==> config.mk <==
export PLATFORM = sky130hd
export DESIGN_NAME = bsg_dmc_ui_arbiter
export DESIGN_NICKNAME = d
export VERILOG_FILES = /design/src/rtl/bsg_dmc_pkg.sv /design/src/rtl/bsg_fifo_1r1w_small.sv /design/src/rtl/bsg_dmc_ui_arbiter.sv
export SDC_FILE = /design/constraint.sdc
export NUM_CORES = 1
export LEC_CHECK = 0
export CORE_AREA = 5 5 165 167
export CTS_BUF_LIST = sky130_fd_sc_hd__clkbuf_2
export DETAILED_ROUTE_END_ITERATION = 16
export DIE_AREA = 0 0 170 172
export SYNTH_ARGS = -nofsm -noshare
export SYNTH_HDL_FRONTEND = slang
export SYNTH_SLANG_ARGS = --single-unit
export TNS_END_PERCENT = 1
==> constraint.sdc <==
create_clock -name clk_i -period 6.65 [get_ports clk_i]
set_input_delay 1.995 -clock clk_i [delete_from_list [all_inputs] [get_ports clk_i]]
set_output_delay 1.995 -clock clk_i [all_outputs]
set_load 0.1 [all_outputs]
==> src/rtl/bsg_dmc_pkg.sv <==
// Shared types for the bsg_dmc user-interface logic: app command encoding and
// the UI arbiter state enum.
package bsg_dmc_pkg;

  typedef enum logic [2:0] {
    e_app_wr = 3'b000,
    e_app_rd = 3'b001
  } app_cmd_e;

  typedef enum logic [1:0] {
    IDLE  = 2'd0,
    CMD   = 2'd1,
    WDATA = 2'd2
  } bsg_dmc_ui_arb_state_e;

endpackage

==> src/rtl/bsg_fifo_1r1w_small.sv <==
// Small register-based FIFO with valid/ready on the write side and valid/yumi
// on the read side. A full FIFO refuses a push even if a pop occurs in the same cycle.
module bsg_fifo_1r1w_small #(
  parameter int width_p = 2,
  parameter int els_p   = 8
) (
  input  logic               clk_i,
  input  logic               reset_i,
  input  logic               v_i,
  output logic               ready_o,
  input  logic [width_p-1:0] data_i,
  output logic               v_o,
  output logic [width_p-1:0] data_o,
  input  logic               yumi_i
);

  localparam int ptr_width_lp = (els_p > 1) ? $clog2(els_p) : 1;
  localparam logic [ptr_width_lp-1:0] ptr_last_lp = ptr_width_lp'(els_p - 1);
  localparam logic [ptr_width_lp:0]   count_full_lp = (ptr_width_lp + 1)'(els_p);

  logic [width_p-1:0]      mem_q [els_p];
  logic [ptr_width_lp-1:0] wptr_q, wptr_d, rptr_q, rptr_d;
  logic [ptr_width_lp:0]   count_q, count_d;
  logic                    push, pop;

  assign ready_o = (count_q != count_full_lp);
  assign v_o     = (count_q != '0);
  assign push    = v_i & ready_o;
  assign pop     = yumi_i & v_o;
  assign data_o  = mem_q[rptr_q];

  always_comb begin
    wptr_d  = wptr_q;
    rptr_d  = rptr_q;
    count_d = count_q;
    if (push) wptr_d = (wptr_q == ptr_last_lp) ? '0 : wptr_q + ptr_width_lp'(1);
    if (pop)  rptr_d = (rptr_q == ptr_last_lp) ? '0 : rptr_q + ptr_width_lp'(1);
    if (push && !pop)      count_d = count_q + (ptr_width_lp + 1)'(1);
    else if (pop && !push) count_d = count_q - (ptr_width_lp + 1)'(1);
  end

  always_ff @(posedge clk_i or posedge reset_i) begin
    if (reset_i) begin
      wptr_q  <= '0;
      rptr_q  <= '0;
      count_q <= '0;
    end else begin
      wptr_q  <= wptr_d;
      rptr_q  <= rptr_d;
      count_q <= count_d;
    end
  end

  // Storage needs no reset; occupancy is tracked by count_q.
  always_ff @(posedge clk_i) begin
    if (push) mem_q[wptr_q] <= data_i;
  end

endmodule

==> src/rtl/bsg_dmc_ui_arbiter.sv <==
// Round-robin arbiter sharing one bsg_dmc app interface among several requesters;
// write bursts are streamed atomically and read data is steered back by an ID FIFO.
module bsg_dmc_ui_arbiter
  import bsg_dmc_pkg::*;
#(
  parameter int num_req_p         = 4,
  parameter int ui_addr_width_p   = 28,
  parameter int ui_data_width_p   = 32,
  parameter int ui_burst_length_p = 8,
  parameter int rd_id_depth_p     = 8
) (
  input  logic                                      clk_i,
  input  logic                                      reset_i,
  input  logic                                      init_calib_complete_i,
  input  logic                                      refresh_in_progress_i,
  input  logic [num_req_p-1:0]                      req_v_i,
  input  logic [num_req_p*3-1:0]                    req_cmd_i,
  input  logic [num_req_p*ui_addr_width_p-1:0]      req_addr_i,
  output logic [num_req_p-1:0]                      req_yumi_o,
  input  logic [num_req_p*ui_data_width_p-1:0]      req_wdata_i,
  input  logic [num_req_p*(ui_data_width_p>>3)-1:0] req_wmask_i,
  input  logic [num_req_p-1:0]                      req_wdata_v_i,
  output logic [num_req_p-1:0]                      req_wdata_yumi_o,
  output logic [ui_data_width_p-1:0]                rd_data_o,
  output logic [num_req_p-1:0]                      rd_data_v_o,
  output logic                                      rd_data_end_o,
  output logic [ui_addr_width_p-1:0]                app_addr_o,
  output logic [2:0]                                app_cmd_o,
  output logic                                      app_en_o,
  input  logic                                      app_rdy_i,
  output logic                                      app_wdf_wren_o,
  output logic [ui_data_width_p-1:0]                app_wdf_data_o,
  output logic [(ui_data_width_p>>3)-1:0]           app_wdf_mask_o,
  output logic                                      app_wdf_end_o,
  input  logic                                      app_wdf_rdy_i,
  input  logic                                      app_rd_data_valid_i,
  input  logic [ui_data_width_p-1:0]                app_rd_data_i,
  input  logic                                      app_rd_data_end_i,
  output logic                                      rd_orphan_o
);

  localparam int id_width_lp   = $clog2(num_req_p);
  localparam int mask_width_lp = ui_data_width_p >> 3;
  localparam int beat_width_lp = (ui_burst_length_p > 1) ? $clog2(ui_burst_length_p) : 1;
  localparam logic [beat_width_lp-1:0] last_beat_lp = beat_width_lp'(ui_burst_length_p - 1);

  bsg_dmc_ui_arb_state_e state_q, state_d;
  app_cmd_e                   cmd_q, cmd_d;
  logic [id_width_lp-1:0]     id_q, id_d, rr_q, rr_d, grant_id;
  logic [ui_addr_width_p-1:0] addr_q, addr_d;
  logic [beat_width_lp-1:0]   beat_q, beat_d;
  logic                       orphan_q, orphan_d;

  logic [2:0]                 cmd_a   [num_req_p];
  logic [ui_addr_width_p-1:0] addr_a  [num_req_p];
  logic [ui_data_width_p-1:0] wdata_a [num_req_p];
  logic [mask_width_lp-1:0]   wmask_a [num_req_p];
  logic [num_req_p-1:0]       elig;
  logic                       grant_v;

  logic                   fifo_ready, fifo_v, fifo_push, fifo_pop;
  logic [id_width_lp-1:0] fifo_id;

  // Anything other than WR is issued as a read, so it needs an ID FIFO slot.
  always_comb begin
    elig = '0;
    for (int i = 0; i < num_req_p; i++) begin
      cmd_a[i]   = req_cmd_i[i*3 +: 3];
      addr_a[i]  = req_addr_i[i*ui_addr_width_p +: ui_addr_width_p];
      wdata_a[i] = req_wdata_i[i*ui_data_width_p +: ui_data_width_p];
      wmask_a[i] = req_wmask_i[i*mask_width_lp +: mask_width_lp];
      elig[i]    = req_v_i[i] & ((cmd_a[i] == e_app_wr) | fifo_ready);
    end
  end

  // Lowest eligible index above the RR pointer wins; otherwise the lowest overall.
  always_comb begin
    grant_v  = |elig;
    grant_id = '0;
    for (int i = num_req_p - 1; i >= 0; i--)
      if (elig[i]) grant_id = id_width_lp'(i);
    for (int i = num_req_p - 1; i >= 0; i--)
      if (elig[i] && (i > int'(rr_q))) grant_id = id_width_lp'(i);
  end

  always_comb begin
    state_d          = state_q;
    id_d             = id_q;
    cmd_d            = cmd_q;
    addr_d           = addr_q;
    rr_d             = rr_q;
    beat_d           = beat_q;
    req_yumi_o       = '0;
    req_wdata_yumi_o = '0;
    app_en_o         = 1'b0;
    app_wdf_wren_o   = 1'b0;
    app_wdf_end_o    = 1'b0;
    app_wdf_data_o   = '0;
    app_wdf_mask_o   = '0;
    fifo_push        = 1'b0;
    unique case (state_q)
      IDLE: begin
        if (init_calib_complete_i && !refresh_in_progress_i && grant_v) begin
          id_d    = grant_id;
          cmd_d   = (cmd_a[grant_id] == e_app_wr) ? e_app_wr : e_app_rd;
          addr_d  = addr_a[grant_id];
          state_d = CMD;
        end
      end
      CMD: begin
        app_en_o = 1'b1;
        if (app_rdy_i) begin
          req_yumi_o[id_q] = 1'b1;
          rr_d             = id_q;
          if (cmd_q == e_app_wr) begin
            beat_d  = '0;
            state_d = WDATA;
          end else begin
            fifo_push = 1'b1;
            state_d   = IDLE;
          end
        end
      end
      WDATA: begin
        app_wdf_wren_o = req_wdata_v_i[id_q];
        app_wdf_data_o = wdata_a[id_q];
        app_wdf_mask_o = wmask_a[id_q];
        app_wdf_end_o  = (beat_q == last_beat_lp);
        if (app_wdf_wren_o && app_wdf_rdy_i) begin
          req_wdata_yumi_o[id_q] = 1'b1;
          beat_d                 = beat_q + beat_width_lp'(1);
          if (beat_q == last_beat_lp) state_d = IDLE;
        end
      end
      default: state_d = IDLE;
    endcase
  end

  always_ff @(posedge clk_i or posedge reset_i) begin
    if (reset_i) begin
      state_q  <= IDLE;
      id_q     <= '0;
      cmd_q    <= e_app_wr;
      addr_q   <= '0;
      rr_q     <= '0;
      beat_q   <= '0;
      orphan_q <= 1'b0;
    end else begin
      state_q  <= state_d;
      id_q     <= id_d;
      cmd_q    <= cmd_d;
      addr_q   <= addr_d;
      rr_q     <= rr_d;
      beat_q   <= beat_d;
      orphan_q <= orphan_d;
    end
  end

  assign app_addr_o = addr_q;
  assign app_cmd_o  = cmd_q;

  bsg_fifo_1r1w_small #(
    .width_p(id_width_lp),
    .els_p  (rd_id_depth_p)
  ) rd_id_fifo (
    .clk_i  (clk_i),
    .reset_i(reset_i),
    .v_i    (fifo_push),
    .ready_o(fifo_ready),
    .data_i (id_q),
    .v_o    (fifo_v),
    .data_o (fifo_id),
    .yumi_i (fifo_pop)
  );

  // The DMC returns reads in order, so the FIFO head owns the current burst.
  always_comb begin
    rd_data_v_o = '0;
    if (fifo_v && app_rd_data_valid_i) rd_data_v_o[fifo_id] = 1'b1;
  end

  assign rd_data_o     = app_rd_data_i;
  assign rd_data_end_o = app_rd_data_end_i;
  assign fifo_pop      = fifo_v & app_rd_data_valid_i & app_rd_data_end_i;
  assign orphan_d      = orphan_q | (app_rd_data_valid_i & ~fifo_v);
  assign rd_orphan_o   = orphan_q;

  for (genvar g = 0; g < num_req_p; g++) begin : g_cmd_legal
    assert property (@(posedge clk_i) disable iff (reset_i)
      req_v_i[g] |-> (req_cmd_i[g*3 +: 3] inside {e_app_wr, e_app_rd}));
  end

endmodule

==> metrics.txt <==
Psw=2.35 mW; post-synthesis cell type count=49; sequential area share after synthesis=30.5%; post-layout min period=5.57 ns; gr usage total=15.7%; worst-path cell chain=clkdlybuf4s50_1 > mux4_2 > nand3_1 > nor3_1 > buf_4; largest net degree at the start of global routing=53; crit path max fanout=10; PortBufs=365; GP Congestion=0.857; die area=29200 um2; number of global-route vias before repair=5556; GRT overflow=0; clk_lat worst skew=0.56 ns; power per cell area=429 nW/um2; Antenna Nets Post-Route=0; Worst-Margin Slew=1.08 ns; switching share of total power=58.6%; CTS Hold Bufs=0; CTS root buf=clkbuf_2; post-synthesis mux area share=27.2%; Max Cap Violations=0; delay-heaviest family, CP=buffers and inverters; Final Non-Filler Cells=1183; CP Buf/Inv Count=2; largest family of logic cells by synthesized area=multiplexers; number of setup buffers added after CTS=0; peak supply drop=0.286 mV; period utilisation layout=83.8%; initial antenna violation count=2; most area-consuming cells after synthesis=dfrtp_1 22%, mux4_2 17%, edfxtp_1 8.6%, mux2i_1 7.2%, buf_4 5.2%; setup TNS=0 ns; CP max stage cell=clkdlybuf4s50_1; Synth Area in XOR/XNOR=0.626%; DR pass1 iterations=4; Wirelength per Cell=20.3 um; Hold Crit Class=reg2reg; Mapped Area=5590 um2; wire length on met3=2.37 mm; WL final=24.0 mm; combinational fraction of design power=72.7%; Worst slew margin=28.1%; via count=5504; cell row count=59; final setup vio count=0; Seq cells post-synth=65; cell internal pwr=1.66 mW; DR DRC count=0; maximum clock path buffer count=2; Clk pwr share=7.3%; critical path type=in2out; post-synthesis async set-or-reset flop share=75.4%; worst endpoint required time=4.66 ns; unrepaired setup endpoints after global routing=no; hpwl dp=19.5 mm; clock slew at reported path FFs=0.21 ns; Ports=432; post-synthesis compound-gate area fraction=14.5%; CTS sink cnt=65; CP startpoint kind=input port; htree depth=3; first-pass GRT wire length=34.9 mm; area leader, netlist=dfrtp_1; number of synthesized flops with an enable pin=16; antenna cells=0; fmax=179 MHz; area grow syn2layout=66.8%; layout cells sized above 1=17.8%; Post-CTS Resized=0; status=finished, final reports clean; Initial Util=21.8%; Worst Setup End Kind=output port; max incr delay on CP=0.46 ns; initial DRC count=224; area share of the largest cell type after synthesis=21.9%; Mapped Cells=536; CTS tree=built; CTS buffer count=9; nets@finish=1169; synthesis warning total=0; Fin. Hold Viols=0; DR vias/cell=4.65; Flop pwr share=19.9%; worst clock skew=0.0444 ns; die width=170 um; Slew Viols, Final=0; leakage power=3.60 nW; post-placement cell count=1167; Adder-Cell Fraction of Synth Area=2.37%; Main synth FF type=dfrtp_1; M1 WL=9.92 mm; Critical Path AT=3.58 ns; Core Region=25600 um2; Top Metal Used=met5; die height=172 um; Simple-Gate Fraction of Synth Area=14.6%; syn avg cell area=10.4 um2; DR WL met2=11.5 mm
## kinds of logic (layout without fill, tap and decap cells)
| kind of cell | Yosys count | in the layout |
|---|---|---|
| AND/OR/NAND/NOR | 160 | 160 |
| buffers and inverters | 102 | 413 |
| AO/OA/AOI/OAI | 98 | 98 |
| multiplexers | 96 | 96 |
| flip-flops | 65 | 65 |
| adder cells (fa/ha/maj) | 10 | 10 |
| XOR/XNOR | 4 | 4 |
| other | 1 | 2 |
## synth_stat cells, drive strengths merged (20+ instances only)
master  instances
buf            54
nor4           22
nand2          42
inv            20
nor2           26
mux4           41
clkbuf         28
dfrtp          49
mux2i          40
and2           38
a211oi         33
## path summary, 6_finish.rpt
path                                            start              endpoint  slack (ns)  cells after the start
worst max register to register  rd_id_fifo.count_q[0]        app_addr_o[18]        2.57                      8
worst min register to register            rd_orphan_o           rd_orphan_o        0.48                      1
min in group asynchronous                     reset_i  rd_id_fifo.rptr_q[2]        1.65                      2
worst max-delay path                 req_wdata_v_i[0]   req_wdata_yumi_o[0]        1.08                      5
max in group asynchronous                     reset_i               id_q[1]        4.14                      3
worst min-delay path                      rd_orphan_o           rd_orphan_o        0.48                      1
## state kept, by name (all words and copies together) (netlist names)
register and count:
rd_id_fifo.count_q 4, rd_id_fifo.wptr_q 3, app_addr_o 28, rd_id_fifo.mem_q 16, rd_id_fifo.rptr_q 3, state_q 2, rr_q 2, rd_orphan_o 1
app_cmd_o 1, id_q 2, beat_q 3
## cell type report
class,instances,area [um2]
clock buffers,9,45.0
clock inverters,7,93.8
fillers,2609,16300
inverters,20,75.1
multi-input cells,370,3370
flip-flops and latches,65,1710
well taps,335,419
repair buffers,377,3620
## per-layer routing
| metal | global-route usage, % | vias up |
|---|---|---|
| met1 | 20.3 | 2644 |
| met3 | 6.22 | 24 |
| met5 | 0 | - |
| met4 | 2.53 | 4 |
| met2 | 25.3 | 219 |
| li1 | - | 2613 |
## power groups by stage
stage,combinational (mW),clock [mW],sequential (mW)
after floorplan,1.78,0,1.30
after global placement,2.92,0,0.823
after detailed placement,2.93,0,0.823
after CTS,2.94,0.308,0.817
after global routing,3.06,0.325,0.845
final,2.91,0.294,0.798
## cells in the final DEF, fill, tap and decap left out, types with 3 or more instances in the layout
master,count
a211oi_1,32
a21o_1,7
a221o_1,9
and2_1,38
buf_4,62
clkbuf_2,9
clkdlybuf4s50_1,315
dfrtp_1,47
edfxtp_1,16
ha_1,9
inv_1,19
mux2_2,7
mux2_4,8
mux2i_1,40
mux4_2,41
nand2_1,42
nand2b_1,5
nand3_1,5
nor2_1,26
nor3_1,12
nor4_1,22
o2111ai_1,16
o211ai_1,10
o21ai_0,6
xnor2_1,3
## through the flow
| stage | utilization, % | area (um2) | setup WS [ns] | hold WS, ns | power, mW |
|---|---|---|---|---|---|
| global route | 36.4 | 9330 | 0.949 | 0.525 | 4.23 |
| finish | 36.4 | 9330 | 1.08 | 0.484 | 4.01 |
| detailed placement | 35.9 | 9190 | 1.08 | 0.445 | 3.75 |
| CTS | 36.4 | 9330 | 1.08 | 0.492 | 4.06 |
| floorplan | - | 5600 | 0.124 | 0.456 | 3.07 |
| global placement | 35.9 | 9190 | 1.10 | 0.445 | 3.75 |
(Power assumes the default switching activity.)
==> variant (same settings) <==
Set the parameter `rd_id_depth_p` to 16 (it was 8).
--- a/src/rtl/bsg_dmc_ui_arbiter.sv
+++ b/src/rtl/bsg_dmc_ui_arbiter.sv
@@ -8,5 +8,5 @@
   parameter int ui_data_width_p   = 32,
   parameter int ui_burst_length_p = 8,
-  parameter int rd_id_depth_p     = 8
+  parameter int rd_id_depth_p     = 16
 ) (
   input  logic                                      clk_i,
Formal check against the unedited RTL: no difference found for any inputs over 4 cycles, from zero or initial values and one cycle with reset_i high; that may be too few to reach the edited logic, so the function may still have changed.
==> variant against the original RTL <==
Setup slack worse by 240 ps; register-to-register slack improved by 410 ps; power grew 0.18%; critical endpoint unchanged; synthesized area up 6.9%; final area rose by 3.7%; sequential cell count increased by 19; fmax is 4.1% lower; combinational power fell by 2%; non-clock buffer count decreased by 3; wire length fell by 1.5%; clock power shrank 20%; final cell count up 0.76%.
==> variant: results (changes against the original RTL) <==
Status: finished, final reports clean (unchanged)
IO buf count: 365 (unchanged)
# fillers: 2526 (was 2609)
Dominant synthesized flop cell: dfrtp_1 (unchanged)
CTS Buf Count: 9 (unchanged)
Post-synth EDFFs: 32 (was 16)
Via Count: 5511 (was 5504)
CP arrival: 3810 ps (was 3580 ps)
Fin cells: 1192 (was 1183)
Netlist cell types: 50 (was 49)
Total GRT Usage: 0.156 (was 0.157)
Largest net degree at the start of global routing: 46 (was 53)
Syn avg cell area: 11.1 um2 (was 10.4 um2)
Initial detailed-routing violation count: 282 (was 224)
Synth top area cells: dfrtp_1, edfxtp_1, mux4_2, mux2i_1, buf_4 (was dfrtp_1, mux4_2, edfxtp_1, mux2i_1, buf_4)
Vias in the first global route: 5844 (was 5556)
DR pass1 iterations: 5 (was 4)
GPL Wtd Cong: 0.903 (was 0.857)
First-pass GRT wire length: 34800 um (was 34900 um)
Clock transition at path regs: 230 ps (was 210 ps)
Post-CTS sizing: 0 (unchanged)
Initial antenna violation count: 0 (was 2)
Slowest library cell on the worst path: clkdlybuf4s50_1 (unchanged)
Share of layout cells above drive strength 1: 0.175 (was 0.178)
Nets: 1180 (was 1169)
Commonest cells post-synth: dfrtp_1, mux4_2, nor2_1 (was dfrtp_1, nand2_1, mux4_2)
Max stage delay on crit path: 500 ps (was 460 ps)
Root Driver: clkbuf_2 (unchanged)
Maximum VDD drop: 0.000309 V (was 0.000286 V)
Worst reg2reg path depth: 7 (was 8)
Clock buffer depth: 2 (unchanged)
Crit Path Max Fanout: 10 (unchanged)
Max FFs per register: 32 (was 28)
CTS H-tree lvls: 3 (unchanged)
WHS Path Cells: 1 (unchanged)
Clock Skew: 54.7 ps (was 44.4 ps)
Area post-placement: 0.00959 mm2 (was 0.00919 mm2)
WL/cell: 19.8 um (was 20.3 um)
Top delay family on crit path: simple AND/OR/NAND/NOR gates (was buffers and inverters)
Grt total ovfl: 0 (unchanged)
Post-DP HPWL: 19300 um (was 19500 um)
Ys async rst share: 0.619 (was 0.754)
Sequential fraction of the synthesis area: 0.378 (was 0.305)
Leak pwr: 3.76 nW (was 3.60 nW)
Actual slew at the worst max-slew pin: 1080 ps (about the same)
[variant: final cells by class]
cell class / instances / area, um2 / area share
Clock inverter: 4 / 25.0 / 0.00259
Clock buffer: 12 / 60.1 / 0.00620
Inverter: 16 / 60.1 / 0.00620
Tap cell: 335 / 419 / 0.0433
Multi-Input combinational cell: 367 / 3240 / 0.335
Timing Repair Buffer: 374 / 3610 / 0.373
Sequential cell: 84 / 2270 / 0.234
[variant: metrics by stage]
step / hold WS [ps] / setup WS (ps)
after floorplan: 467 / 122
after global placement: 458 / 829
after detailed placement: 470 / 806
after CTS: 519 / 799
after global routing: 552 / 693
final: 518 / 840
[variant: path summary, 6_finish.rpt]
check / slack (ps) / startpoint / to
setup / recovery: 840 / req_wdata_v_i[1] / req_wdata_yumi_o[0]
hold / removal: 520 / rd_orphan_o / rd_orphan_o
setup reg to reg: 2980 / rd_id_fifo.count_q[0] / app_addr_o[8]
hold reg to reg: 520 / rd_orphan_o / rd_orphan_o
max in group asynchronous: 4070 / reset_i / app_addr_o[8]
min in group asynchronous: 1750 / reset_i / rd_id_fifo.count_q[0]
[variant: cell families after synthesis]
kind of cell             count (synthesis)  share of synthesized area
AO/OA/AOI/OAI                           99                      0.124
adder cells (fa/ha/maj)                 12                     0.0264
XOR/XNOR                                 7                     0.0103
flip-flops                              84                      0.378
buffers and inverters                   88                     0.0818
AND/OR/NAND/NOR                        153                      0.127
other                                    1                   0.000627
multiplexers                            94                      0.251
[variant: report_power, final]
part	total (mW)	switching [mW]	internal [mW]
Clock	0.234	0.181	0.0533
Sequential	0.940	0.227	0.713
Combinational	2.84	1.87	0.972
Total	4.01	2.28	1.74
[variant: routing by layer]
metal  global-route usage  up-vias  routed length (um)
met2                0.270      204               11900
li1                     -     2619                   -
met1                0.193     2672                9730
met5                    0        -                   0
met4               0.0292        0                 267
met3               0.0517       16                1720
